<file path="src/rtl/core_lsu_hs.sv">
// Load/store unit between IDU and WBU: EA calc, valid/ready bus request, load align/extend. MISALIGN_TRAP_EN selects trap vs force-align.
// Latency: rx at N -> bus req_valid N+1; load rsp captured at N+2 -> tx_valid N+3 (minimum). Stores end at the bus handshake.
// Backpressure: one access in flight; rx_ready low outside IDLE; bus and tx fields held stable until their ready.
module core_lsu_hs #(
    parameter int XLEN   = 32,
    parameter int ADDR_W = 32,
    parameter int RIDX_W = 5
) (
    input  logic                clk,
    input  logic                rstn,
    input  logic                lsu_rx_valid,
    output logic                lsu_rx_ready,
    input  logic [6:0]          lsu_rx_opcode,
    input  logic [2:0]          lsu_rx_func3,
    input  logic [XLEN-1:0]     lsu_rx_rs1_data,
    input  logic [XLEN-1:0]     lsu_rx_rs2_data,
    input  logic [RIDX_W-1:0]   lsu_rx_rd_idx,
    input  logic [XLEN-1:0]     lsu_rx_imme,
    output logic                lsu_bus_req_valid,
    input  logic                lsu_bus_req_ready,
    output logic                lsu_bus_wen,
    output logic [XLEN/8-1:0]   lsu_bus_wstrb,
    output logic [ADDR_W-1:0]   lsu_bus_addr,
    output logic [XLEN-1:0]     lsu_bus_wdata,
    input  logic                lsu_bus_rsp_valid,
    input  logic [XLEN-1:0]     lsu_bus_rdata,
    output logic                lsu_tx_valid,
    input  logic                lsu_tx_ready,
    output logic [XLEN-1:0]     lsu_tx_data,
    output logic [RIDX_W-1:0]   lsu_tx_rd_idx,
    output logic                lsu_tx_exc
);

    localparam int NB   = XLEN / 8;
    localparam int OFFW = $clog2(NB);

    typedef enum logic [1:0] {S_IDLE, S_REQ, S_RESP, S_WB} state_t;

    state_t            state;
    logic [1:0]        lg_q;      // log2(access bytes) of the access in flight
    logic              sgn_q;     // sign-extend the load result
    logic [OFFW-1:0]   off_q;     // byte lane offset within the bus word
    logic [RIDX_W-1:0] rd_q;

    logic              is_ld, is_st;
    logic [XLEN-1:0]   ea_full;
    logic [ADDR_W-1:0] ea, addr_al;
    logic [XLEN-1:0]   ea_x;
    logic [1:0]        lg;
    logic              sgn, legal, fault;
    logic [OFFW-1:0]   amask, off_use;
    logic [NB-1:0]     strb_c;
    logic [XLEN-1:0]   wdata_c;
    logic [XLEN-1:0]   sh, ld_ext;
    logic              sign_bit;

    assign is_ld   = (lsu_rx_opcode == 7'b0000011);
    assign is_st   = (lsu_rx_opcode == 7'b0100011);
    assign ea_full = lsu_rx_rs1_data + lsu_rx_imme;
    assign ea      = ea_full[ADDR_W-1:0];

    // Decode access size/sign; illegal encodings fall back to a full-word signed access
    always_comb begin
        legal = 1'b0;
        lg    = 2'd2;
        sgn   = 1'b1;
        case (lsu_rx_func3)
            3'b000: begin legal = 1'b1; lg = 2'd0; end
            3'b001: begin legal = 1'b1; lg = 2'd1; end
            3'b010: begin legal = 1'b1; lg = 2'd2; end
            3'b100: begin legal = 1'b1; lg = 2'd0; sgn = 1'b0; end
            3'b101: begin legal = 1'b1; lg = 2'd1; sgn = 1'b0; end
            3'b011: if (XLEN == 64) begin legal = 1'b1; lg = 2'd3; end
            3'b110: if (XLEN == 64) begin legal = 1'b1; lg = 2'd2; sgn = 1'b0; end
            default: ;
        endcase
        if (!legal) begin
            lg  = (XLEN == 64) ? 2'd3 : 2'd2;
            sgn = 1'b1;
        end
    end

    // Alignment mask, force-aligned address, fault decision and store lane formatting
    always_comb begin
        amask = '0;
        for (int i = 0; i < OFFW; i++) amask[i] = (int'(lg) > i);
        addr_al = ea;
        addr_al[OFFW-1:0] = ea[OFFW-1:0] & ~amask;
        off_use = addr_al[OFFW-1:0];
        ea_x = '0;
        ea_x[ADDR_W-1:0] = ea;
`ifdef MISALIGN_TRAP_EN
        fault = !legal || (|(ea[OFFW-1:0] & amask));
`else
        fault = 1'b0;
`endif
        for (int i = 0; i < NB; i++) begin
            strb_c[i] = (i >= int'(off_use)) && (i < int'(off_use) + (1 << int'(lg)));
            wdata_c[8*i +: 8] = lsu_rx_rs2_data[8*(i & ((1 << int'(lg)) - 1)) +: 8];
        end
    end

    // Shift the response to lane 0, then sign/zero-extend above the access size
    always_comb begin
        sh = lsu_bus_rdata >> {off_q, 3'b000};
        case (lg_q)
            2'd0:    sign_bit = sh[7];
            2'd1:    sign_bit = sh[15];
            2'd2:    sign_bit = sh[31];
            default: sign_bit = sh[XLEN-1];
        endcase
        ld_ext = sh;
        for (int i = 0; i < XLEN; i++)
            if (i >= (8 << int'(lg_q))) ld_ext[i] = sgn_q & sign_bit;
    end

    // Access FSM with all handshake outputs registered
    always_ff @(posedge clk or negedge rstn) begin
        if (!rstn) begin
            state             <= S_IDLE;
            lsu_rx_ready      <= 1'b1;
            lsu_bus_req_valid <= 1'b0;
            lsu_bus_wen       <= 1'b0;
            lsu_bus_wstrb     <= '0;
            lsu_bus_addr      <= '0;
            lsu_bus_wdata     <= '0;
            lsu_tx_valid      <= 1'b0;
            lsu_tx_data       <= '0;
            lsu_tx_rd_idx     <= '0;
            lsu_tx_exc        <= 1'b0;
            lg_q              <= '0;
            sgn_q             <= 1'b0;
            off_q             <= '0;
            rd_q              <= '0;
        end else begin
            case (state)
                S_IDLE: begin
                    // Non-memory opcodes are consumed here and produce nothing
                    if (lsu_rx_valid && (is_ld || is_st)) begin
                        lsu_rx_ready <= 1'b0;
                        lg_q         <= lg;
                        sgn_q        <= sgn;
                        off_q        <= off_use;
                        rd_q         <= lsu_rx_rd_idx;
                        if (fault) begin
                            lsu_tx_valid  <= 1'b1;
                            lsu_tx_exc    <= 1'b1;
                            lsu_tx_data   <= ea_x;
                            lsu_tx_rd_idx <= lsu_rx_rd_idx;
                            state         <= S_WB;
                        end else begin
                            lsu_bus_req_valid <= 1'b1;
                            lsu_bus_wen       <= is_st;
                            lsu_bus_wstrb     <= is_st ? strb_c : '0;
                            lsu_bus_addr      <= addr_al;
                            lsu_bus_wdata     <= is_st ? wdata_c : '0;
                            state             <= S_REQ;
                        end
                    end
                end
                S_REQ: begin
                    if (lsu_bus_req_ready) begin
                        lsu_bus_req_valid <= 1'b0;
                        lsu_bus_wen       <= 1'b0;
                        lsu_bus_wstrb     <= '0;
                        if (lsu_bus_wen) begin
                            lsu_rx_ready <= 1'b1;
                            state        <= S_IDLE;
                        end else begin
                            state        <= S_RESP;
                        end
                    end
                end
                S_RESP: begin
                    if (lsu_bus_rsp_valid) begin
                        lsu_tx_valid  <= 1'b1;
                        lsu_tx_exc    <= 1'b0;
                        lsu_tx_data   <= ld_ext;
                        lsu_tx_rd_idx <= rd_q;
                        state         <= S_WB;
                    end
                end
                default: begin
                    if (lsu_tx_ready) begin
                        lsu_tx_valid <= 1'b0;
                        lsu_tx_exc   <= 1'b0;
                        lsu_rx_ready <= 1'b1;
                        state        <= S_IDLE;
                    end
                end
            endcase
        end
    end

endmodule
</file>
<file path="config.mk">
export PLATFORM = sky130hd
export DESIGN_NAME = core_lsu_hs
export DESIGN_NICKNAME = d
export VERILOG_FILES = /design/src/rtl/core_lsu_hs.sv
export SDC_FILE = /design/constraint.sdc
export NUM_CORES = 1
export LEC_CHECK = 0
export CORE_UTILIZATION = 46
export DETAILED_ROUTE_END_ITERATION = 10
export PLACE_DENSITY_LB_ADDON = 0.08
export SETUP_SLACK_MARGIN = 0.4
export SYNTH_ARGS = -nofsm -noshare
export SYNTH_HDL_FRONTEND = slang
export SYNTH_SLANG_ARGS = --single-unit
</file>
<file path="constraint.sdc">
create_clock -name clk -period 2.55 [get_ports clk]
set_input_delay 0.51 -clock clk [delete_from_list [all_inputs] [get_ports clk]]
set_output_delay 0.51 -clock clk [all_outputs]
set_load 0.05 [all_outputs]
</file>
==> run_results.csv <==
group,metric,value,unit
status,status,"finished clean",
timing,finalSetupViolCount,0,
setup_path,startpoint_type,"input port",
synth,ys_seq_area_share,41.85,%
global_route,track_usage,28.07,%
detailed_routing,drc,0,
setup_path,worstReg2RegEnd,"lsu_tx_data[12]$_DFFE_PN0P_",
cells_and_area,syn2layout_area_growth,63.62,%
job,cap_violations,0,
setup_path,rr_worst_depth,7,
setup_path,arrival,2460,ps
setup_path,rrSetupSlack,560,ps
placed_design,dp_slack,-455.7,ps
synth,synth_most_common_cell,"nand2_1",
floorplanning,core.rowCount,45,
clocking,hold_buffers,0,
global_route,grt_pass1_wl,35180,um
synth,netlist_instances,805,
setup_path,critPathKind,"in -> reg",
timing,worst_pin_slew,720.1,ps
detailed_routing,drt-initial-drc-count,422,
timing,max_slew_margin,51.89,%
synth,syn_avg_cell_area,8.844,sq um
setup_path,critPathRequiredTime,2840,ps
global_route,antenna_found_initial,0,
floorplanning,die_w,126.4,um
synth,yosys.area.top_type,"dfrtp_1",
global_route,grt_pass1_vias,7038,
cells_and_area,drive_above_1_share,21.63,%
synth,synth_edf_count,0,
timing,finalCritPeriodShare,84.94,%
floorplanning,core,15150,sq um
global_route,gr-total-overflow,0,
power_and_ir_drop,vdd_ir_drop_max,0.4870,mV
floorplanning,ios,259,
timing,setup_tns,0,ps
timing,fin_ws,384.1,ps
setup_path,crit_start,"lsu_rx_rs1_data[20]",
floorplanning,dieArea,15980,sq um
power_and_ir_drop,power_density,738.6,nW/um^2
power_and_ir_drop,p_leak,5.497,nW
synth,ys.flop_type,"dfrtp_1",
clocking,cts_sinks,119,
timing,fmax,0.4617,GHz
cells_and_area,n_fill_cell,1094,
detailed_routing,drt-total-wl,22330,um
detailed_routing,dr.pass1.iters,5,
timing,holdWs,94.10,ps
timing,min_period,2166,ps
clocking,cts_tree,"built",
floorplanning,start_util,47.01,%
clocking,numCtsBuffers,17,
timing,rsz0062_at_grt,"true",
timing,skew,7.243,ps
synth,async_flop_share,100.0,%
synth,synth.distinct_cells,65,
setup_path,cp_max_fo,4,
timing,maxSlewViolCount,0,
synth,yosys_warnings,0,
clocking,cts_buffer_depth,2,
placed_design,place_inst,1287,
timing,hold_violations,0,
cells_and_area,postLayoutCoreUtil,76.91,%
synth,synthesis.nets,987,
cells_and_area,final_cell_count_no_fill,1330,
detailed_routing,route.vias.total,7142,
setup_path,reg2reg_from,"lsu_bus_addr[1]$_DFFE_PN0P_",
placed_design,io_buffer_count,257,
placed_design,dp_hpwl,15770,um
detailed_routing,avgRoutedWirePerCell,16.79,um
detailed_routing,ant_nets,0,
min_path,holdCritPathClass,"in -> async",
floorplanning,die-height,126.4,um
global_route,grt_start_max_net_pins,57,
clocking,clkTransAtPathRegs,60,ps
synth,synth_top_area_share,41.48,%
synth,synth_seq_cells,119,
cells_and_area,diodes,0,
synth,synthTopCellsByArea,"dfrtp_1 41%, nand2_1 9.1%, ha_1 5.6%, mux2i_1 5.6%, o21ai_0 5.6%",
placed_design,gp_congestion,0.8677,
cells_and_area,final_nets,1312,
synth,synth_area,7119,sq um
detailed_routing,via_per_inst,5.370,
clocking,cts.htree.levels,4,
setup_path,end_kind,"flop",
clocking,cts_root_buf,"clkbuf_16",
clocking,clk_latency,410,ps
synth,synth.cells.most_frequent,"173 x nand2_1, 118 x dfrtp_1, 80 x o21ai_0, 74 x a21oi_1, 40 x mux2i_1",
## power by group
group / switching, mW / total, mW / internal (mW) / leakage, nW
Combinational: 2.31 / 3.74 / 1.43 / 3.60
Clock: 0.876 / 2.32 / 1.45 / 0.273
Sequential: 0.259 / 2.54 / 2.28 / 1.62
## cells by family (layout without fill, tap and decap cells)
group,count (synthesis),count (layout),synth area share (%)
AO/OA/AOI/OAI,242,242,20.83
other,1,1,0.05267
buffers and inverters,64,401,4.253
adder cells (fa/ha/maj),33,33,5.905
AND/OR/NAND/NOR,262,262,15.59
flip-flops,119,119,41.85
XOR/XNOR,30,30,3.691
multiplexers,54,54,7.838
## routing by layer
layer | wire [um] | track usage [%] | vias to the layer above
li1 | - | - | 3496
met1 | 9862 | 36.80 | 3379
met2 | 10920 | 46.90 | 241
met3 | 1227 | 5.272 | 26
met4 | 316 | 9.142 | 0
met5 | 0 | 0 | -
## worst max-delay path, stage by stage
cell	delay, ps
clkdlybuf4s50_1	420
ha_1	360
nand4_1	210
buf_4	210
a2111oi_4	260
nor2_4	100
o31ai_4	200
xnor2_1	140
o21ai_1	70
## state kept, by name, indices dropped and copies added (netlist names), 2 cells and up
| signal | count |
|---|---|
| state | 2 |
| lsu_bus_addr | 32 |
| lsu_bus_wstrb | 4 |
| lg_q | 2 |
| lsu_tx_rd_idx | 5 |
| lsu_tx_data | 32 |
| lsu_bus_wdata | 32 |
| rd_q | 5 |
## layout by cell type, fill, tap and decap left out, types with 27 or more instances in the layout
cell type / netlist / routed
a21oi_1: 74 / 61
buf_4: 9 / 94
clkdlybuf4s50_1: 0 / 187
dfrtp_1: 118 / 116
dlygate4sd2_1: 0 / 27
dlymetal6s2s_1: 0 / 31
mux2i_1: 40 / 40
nand2_1: 173 / 169
nor2_1: 34 / 29
o21ai_0: 80 / 68
o31ai_1: 29 / 28
## what timing repair did
action / CTS / global route
gates resized for setup: 85 / 84
setup buffers: 8 / 4
pin swaps: 41 / 58
setup endpoints to repair: 38 / 56
hold endpoints to repair: 0 / 0
## how the worst max path moves through the flow
stage | slack (ps) | to
2_1_floorplan | 290 | lsu_bus_wstrb[0]$_DFFE_PN0P_
3_3_place_gp | -320 | lsu_bus_addr[26]$_DFFE_PN0P_
3_5_place_dp | -460 | lsu_bus_addr[26]$_DFFE_PN0P_
4_1_cts | 340 | lsu_bus_addr[26]$_DFFE_PN0P_
5_1_grt | 310 | lsu_bus_addr[27]$_DFFE_PN0P_
6_report | 380 | lsu_bus_addr[31]$_DFFE_PN0P_
## area by class of cell
cell class,count,area [sq um],area share [%]
Clock buffer,18,439.2,3.770
Clock inverter,13,132.6,1.139
Inverter,12,45.04,0.3867
Multi-Input combinational cell,622,4418,37.93
Sequential cell,119,2982,25.60
Tap cell,188,235.2,2.019
Timing Repair Buffer,358,3397,29.16
## stage by stage
| step | power (mW) | area, sq um |
|---|---|---|
| 5_1_grt | 8.993 | 11650 |
| 3_3_place_gp | 6.097 | 10510 |
| 3_5_place_dp | 6.154 | 10510 |
| 6_report | 8.604 | 11650 |
| 4_1_cts | 8.566 | 11380 |
| 2_1_floorplan | 4.723 | 7243 |
(Power assumes the default switching activity.)
